<file path="src/rtl/pipe_pkg.sv">
// rtl/pipe_pkg.sv - shared pipeline control types and helpers
package pipe_pkg;

  typedef struct packed {
    logic wreg;
    logic m2reg;
    logic wmem;
  } ctrl_t;

  localparam int REG_ZERO = 0;

  // Stage index width; a single-stage chain still needs a 1-bit index port.
  function automatic int stage_idx_width(input int depth);
    return (depth > 1) ? $clog2(depth) : 1;
  endfunction

endpackage

</file>
<file path="src/rtl/pipe_ctrl_stage.sv">
// rtl/pipe_ctrl_stage.sv - one pipeline register stage with clear, flush, stall and control gating
module pipe_ctrl_stage
  import pipe_pkg::*;
#(
  parameter int DW = 32,
  parameter int RW = 5
) (
  input  logic          clk,
  input  logic          clr,
  input  logic          stall,
  input  logic          flush,
  input  logic          d_valid,
  input  ctrl_t         d_ctrl,
  input  logic [DW-1:0] d_alu,
  input  logic [DW-1:0] d_b,
  input  logic [RW-1:0] d_rn,
  output logic          q_valid,
  output ctrl_t         q_ctrl,
  output logic [DW-1:0] q_alu,
  output logic [DW-1:0] q_b,
  output logic [RW-1:0] q_rn
);

  always_ff @(posedge clk) begin
    if (clr) begin
      q_valid <= 1'b0;
      q_ctrl  <= '0;
      q_alu   <= '0;
      q_b     <= '0;
      q_rn    <= '0;
    end else if (flush) begin
      // Data fields are left in place; only validity and controls are killed.
      q_valid <= 1'b0;
      q_ctrl  <= '0;
    end else if (!stall) begin
      q_valid <= d_valid;
      q_ctrl  <= d_valid ? d_ctrl : '0;
      q_alu   <= d_alu;
      q_b     <= d_b;
      q_rn    <= d_rn;
    end
  end

endmodule

</file>
<file path="src/rtl/pipe_ctrl_chain.sv">
// rtl/pipe_ctrl_chain.sv - configurable-depth EX/MEM pipeline register with pending-write query
module pipe_ctrl_chain
  import pipe_pkg::*;
#(
  parameter int DW    = 32,
  parameter int RW    = 5,
  parameter int DEPTH = 1,
  parameter int SW    = stage_idx_width(DEPTH)
) (
  input  logic          clk,
  input  logic          clr,
  input  logic          stall,
  input  logic          flush,
  input  logic          i_valid,
  input  logic          i_wreg,
  input  logic          i_m2reg,
  input  logic          i_wmem,
  input  logic [DW-1:0] i_alu,
  input  logic [DW-1:0] i_b,
  input  logic [RW-1:0] i_rn,
  output logic          o_valid,
  output logic          o_wreg,
  output logic          o_m2reg,
  output logic          o_wmem,
  output logic [DW-1:0] o_alu,
  output logic [DW-1:0] o_b,
  output logic [RW-1:0] o_rn,
  input  logic [RW-1:0] q_rn,
  output logic          q_hit,
  output logic [SW-1:0] q_stage,
  output logic          q_load,
  output logic [DW-1:0] q_alu
);

  ctrl_t         in_ctrl;
  logic          d_valid [DEPTH];
  ctrl_t         d_ctrl  [DEPTH];
  logic [DW-1:0] d_alu   [DEPTH];
  logic [DW-1:0] d_b     [DEPTH];
  logic [RW-1:0] d_rn    [DEPTH];
  logic          s_valid [DEPTH];
  ctrl_t         s_ctrl  [DEPTH];
  logic [DW-1:0] s_alu   [DEPTH];
  logic [DW-1:0] s_b     [DEPTH];
  logic [RW-1:0] s_rn    [DEPTH];

  assign in_ctrl = '{wreg: i_wreg, m2reg: i_m2reg, wmem: i_wmem};

  for (genvar k = 0; k < DEPTH; k++) begin : g_stage
    if (k == 0) begin : g_in
      assign d_valid[k] = i_valid;
      assign d_ctrl[k]  = in_ctrl;
      assign d_alu[k]   = i_alu;
      assign d_b[k]     = i_b;
      assign d_rn[k]    = i_rn;
    end else begin : g_link
      assign d_valid[k] = s_valid[k-1];
      assign d_ctrl[k]  = s_ctrl[k-1];
      assign d_alu[k]   = s_alu[k-1];
      assign d_b[k]     = s_b[k-1];
      assign d_rn[k]    = s_rn[k-1];
    end

    pipe_ctrl_stage #(
      .DW(DW),
      .RW(RW)
    ) u_stage (
      .clk    (clk),
      .clr    (clr),
      .stall  (stall),
      .flush  (flush),
      .d_valid(d_valid[k]),
      .d_ctrl (d_ctrl[k]),
      .d_alu  (d_alu[k]),
      .d_b    (d_b[k]),
      .d_rn   (d_rn[k]),
      .q_valid(s_valid[k]),
      .q_ctrl (s_ctrl[k]),
      .q_alu  (s_alu[k]),
      .q_b    (s_b[k]),
      .q_rn   (s_rn[k])
    );
  end

  assign o_valid = s_valid[DEPTH-1];
  assign o_wreg  = s_ctrl[DEPTH-1].wreg;
  assign o_m2reg = s_ctrl[DEPTH-1].m2reg;
  assign o_wmem  = s_ctrl[DEPTH-1].wmem;
  assign o_alu   = s_alu[DEPTH-1];
  assign o_b     = s_b[DEPTH-1];
  assign o_rn    = s_rn[DEPTH-1];

  // Scan oldest to youngest so the lowest matching index is the last written.
  always_comb begin
    q_hit   = 1'b0;
    q_stage = '0;
    q_load  = 1'b0;
    q_alu   = '0;
    for (int k = DEPTH - 1; k >= 0; k--) begin
      if (s_valid[k] && s_ctrl[k].wreg && (s_rn[k] == q_rn) && (q_rn != RW'(REG_ZERO))) begin
        q_hit   = 1'b1;
        q_stage = SW'(k);
        q_load  = s_ctrl[k].m2reg;
        q_alu   = s_alu[k];
      end
    end
  end

endmodule

</file>
<file path="config.mk">
export PLATFORM = sky130hd
export DESIGN_NAME = pipe_ctrl_chain
export DESIGN_NICKNAME = d
export VERILOG_FILES = /design/src/rtl/pipe_pkg.sv /design/src/rtl/pipe_ctrl_stage.sv /design/src/rtl/pipe_ctrl_chain.sv
export SDC_FILE = /design/constraint.sdc
export NUM_CORES = 1
export LEC_CHECK = 0
export BUFFER_PORTS_ARGS = -buffer_cell sky130_fd_sc_hd__buf_2
export CAP_MARGIN = 20
export CORE_MARGIN = 8
export CORE_UTILIZATION = 41
export CTS_BUF_LIST = sky130_fd_sc_hd__clkbuf_8
export CTS_CLUSTER_DIAMETER = 40
export DETAILED_ROUTE_END_ITERATION = 6
export PLACE_DENSITY = 0.83
export SKIP_LAST_GASP = 1
export SYNTH_ARGS = -nofsm -noshare
export SYNTH_HDL_FRONTEND = slang
export SYNTH_SLANG_ARGS = --single-unit
</file>
<file path="constraint.sdc">
create_clock -name clk -period 2.6 [get_ports clk]
set_clock_uncertainty 0.15 [all_clocks]
set_input_delay 0.39 -clock clk [delete_from_list [all_inputs] [get_ports clk]]
set_output_delay 0.39 -clock clk [all_outputs]
set_load 0.01 [all_outputs]
</file>
# Word level (Yosys, flattened, before mapping)
# Cells that the tools add are included.
# W data, S select, Z words.
# totals
elab_cells,20
register_bits,73
# op_classes
n_eq_ne,1
n_mux,4
bitwise_logic,2
n_reduce_logical,6
# op_table
cell,count
$mux W32,1
$eq A5 B5 Y1,1
$reduce_bool A5 Y1,1
$logic_and A1 B1 Y1,3
$mux W3,1
$mux W1,2
$not A1 Y1,2
$reduce_and A2 Y1,1
$reduce_or A2 Y1,1

# Longest topological paths before layout
# depth
word_depth,4
depth_mapped,6
ltp_nobuf,3

# Cells and area by module
# From an unflattened synthesis, not the netlist that was laid out.
# hier_totals
hier_cells,387
area_unflattened_um2,3777.4
# by_module_without_submodules
mod,instances,area_each_um2,cells_per_inst
pipe_ctrl_stage,1,3090.5,331
pipe_ctrl_chain,1,686.9,56

# Worst setup path before layout
# OpenSTA, ideal clock, no wires.
# synth_path
path_type,register to output
from,reg g_stage[0].u_stage.q_rn[4]
to,out q_alu[10]
arrival_time_ns,1.645
stages_incl_launch_ff,6
setup_slack_ns,0.415
path_cell_list,dfxtp_1 > xor2_1 > or4_1 > buf_6 > buf_6 > nor4b_2
# synth_via
elab_chain_cells,4
# synth_rtl
item,line_no,source
from (decl),pipe_ctrl_stage.sv:21,output logic [RW-1:0] q_rn
from (signal assigned),pipe_ctrl_stage.sv:40,q_rn <= d_rn;
$eq A5 B5 Y1,pipe_ctrl_chain.sv:100,if (s_valid[k] && s_ctrl[k].wreg && (s_rn[k] == q_rn) && (q_rn != RW'(REG_ZERO))) begin
$logic_and A1 B1 Y1 (2 in series),pipe_ctrl_chain.sv:100,
$mux W32,pipe_ctrl_chain.sv:100,
to (decl),pipe_ctrl_chain.sv:32,output logic [DW-1:0] q_alu
# Every way passes these cells.

# Worst setup path in the final report
# layout_path
from,reg g_stage[0].u_stage.q_rn[4]
to,out q_alu[0]
# Same word-level chain as after synthesis.

==> results.md <==
- Status: complete, no violations
- Rel. slew slack: 55.6%
- Core area: 0.00757 mm²
- H-tree depth: 3
- Root Driver: clkbuf_8
- Site Rows: 32
- Synth top area cells: dfxtp_1 (47%), nand2_1 (17%), nor4b_2 (12%)
- Port Buffers: 188
- Hold/Removal Path Class: primary input to register
- F_max: 0.385 GHz
- Critical path data arrival time: 2060 ps
- Starting DRT DRC Count: 91
- # Max-Cap Violations: 0
- GRT Total Usage: 18.2%
- Die area: 0.0107 mm²
- CTS sink cnt: 73
- RSZ-0062 raised after global routing: yes
- Max Buffers Root-to-Sink: 2
- First drt pass iteration count: 4
- Io pins: 190
- GRT overflow: 0
- Pre-CTS setup slack: -55.8 ps
- Max-slew violation count: 0
- Synthesized instance count: 370
- Die height: 103 µm
- Post-Route WL: 10.0 mm
- Routed WL per cell: 15.4 µm
- Syn Nets: 452
- Sequential area share after synthesis: 46.6%
- Seq cells post-synth: 73
- Die Span X: 103 µm
- Peak supply drop: 346 µV
- Final setup vio count: 0
- Syn Area/Cell: 8.47 µm²
- Area Growth Syn to Fin: 41.2%
- Non-filler cells, final: 652
- Routability Congestion: 0.758
- Num CTS Buffers: 9
- Power Dens Cells: 518 mW/mm²
- Period minus WS final: 2600 ps
- Layout Nets: 627
- Worst-Skew Late Latency: 340 ps
- Via count of the first global-routing pass: 3289
- # DRC: 0
- DP Wirelength: 7.44 mm
- # diodes: 0
- Post-CTS Hold Buffers: 0
- First-pass GRT wire length: 15.3 mm
- Antenna viol nets, final: 0
- Initial antenna violation count: 0
- Final hold vios: 0
- Area share of the largest cell type after synthesis: 46.6%
- Warnings, synthesis: 0
- # placed instances: 634
- CTS clk-pin slew, worst paths: 80 ps
- Required @ worst endpoint: 2060 ps
- CTS tree: done
- CP Launch Type: register
- Count of cell types in the netlist: 21
- Fill count: 672
- Area leader, netlist: dfxtp_1
- Slew at the pin closest to its max-slew limit: 667 ps
- Critical path class: register to primary output
- Lkg Pwr: 2.06 nW
- Commonest non-fill, non-tap cell in the layout: buf_2
- Largest net degree at the start of global routing: 70
- Starting Density: 41.4%
- Fraction of layout cells with a size suffix above 1: 45.1%
- Synthesized area: 0.00314 mm²
- Final setup margin: 2.81 ps
- DR vias: 3260
- Vias per Instance: 5.00
- Tcrit/Tclk final: 99.9%
- CP endpoint kind: primary output
- Most frequent cells in the layout: buf_2 (188), nand2_1 (139), dfxtp_1 (71)
- Peak fanout along the critical path: 14
==> flip-flops by register name, indices dropped and copies added, names as in the netlist <==
signal,count
g_stage.u_stage.q_alu,32
g_stage.u_stage.q_b,32
g_stage.u_stage.q_rn,5
g_stage.u_stage.q_ctrl,3
g_stage.u_stage.q_valid,1
==> power by group <==
part           switching [W]  internal (W)
Clock               0.000384      0.000329
Combinational       0.000225      0.000152
Sequential         0.0000318       0.00117
==> worst paths after layout <==
kind         depth (start not counted)                       start                           end  slack (ps)
max                                  5  g_stage[0].u_stage.q_rn[4]                      q_alu[0]           3
min reg2reg                          2  g_stage[0].u_stage.q_b[24]    g_stage[0].u_stage.q_b[24]         300
min                                  3                   i_alu[29]  g_stage[0].u_stage.q_alu[29]         130
max reg2reg                          3  g_stage[0].u_stage.q_rn[4]    g_stage[0].u_stage.q_rn[4]        1710
==> worst max-delay path: stages, from the launching register on <==
cell and delay [ps]:
dfxtp_2 330, xor2_1 160, or4_4 600, buf_12 200, nor4b_2 240, buf_2 180
==> cells in the mapped netlist <==
library cell and number:
nand2_1 140, dfxtp_1 73, a21oi_1 70, nor4b_2 26, clkbuf_1 21, buf_2 6
nor3_1 5, buf_6 4, nor4b_1 4, a22oi_1 3, nor4b_4 3, xor2_1 3
buf_1 2, or4_1 2, xnor2_1 2, buf_4 1, conb_1 1, nor2_1 1
nor2_2 1, nor2b_1 1, or2_2 1
==> through the flow <==
step | setup TNS (ps) | util (%) | instance area [µm²] | hold WS (ps) | power (W)
after global routing | -837 | 58.5 | 4430 | 117 | 0.00241
final | 0 | 58.5 | 4430 | 130 | 0.00229
after floorplan | 0 | - | 3140 | 319 | 0.00142
after global placement | 0 | 55.0 | 4160 | 289 | 0.00158
after CTS | -5.45 | 57.8 | 4380 | 114 | 0.00231
after detailed placement | -55.8 | 55.0 | 4160 | 293 | 0.00159
==> kinds of logic after synthesis <==
group	after synthesis	synth area share, %
AOI/OAI and AO/OA	73	11.9
and+or+nand+nor	184	34.6
xor gates and xnor gates	5	1.40
buffers and inverters	34	5.39
DFF	73	46.6
other	1	0.120
==> routing by layer <==
metal | up-vias | track usage [%] | routed length, µm
li1 | 1590 | - | -
met5 | - | 0 | 0
met3 | 18 | 7.56 | 1160
met2 | 134 | 32.9 | 5130
met1 | 1518 | 17.8 | 3520
met4 | 0 | 8.12 | 206
==> timing repair <==
action                     4_1_cts  5_1_grt
buffers inserted                 1        0
gates cloned                     1        0
resized for setup                7        8
setup endpoints to repair       34       31
pin swaps                        2        1
==> area by class of cell <==
class	instances	area (µm²)	area share, %
clock buffers	9	124	2.80
multi-input cells	263	1570	35.6
repair buffers	198	1110	25.0
flip-flops and latches	73	1460	33.1
well taps	102	128	2.88
clock inverters	7	31.3	0.707
(Power assumes the default switching activity.)
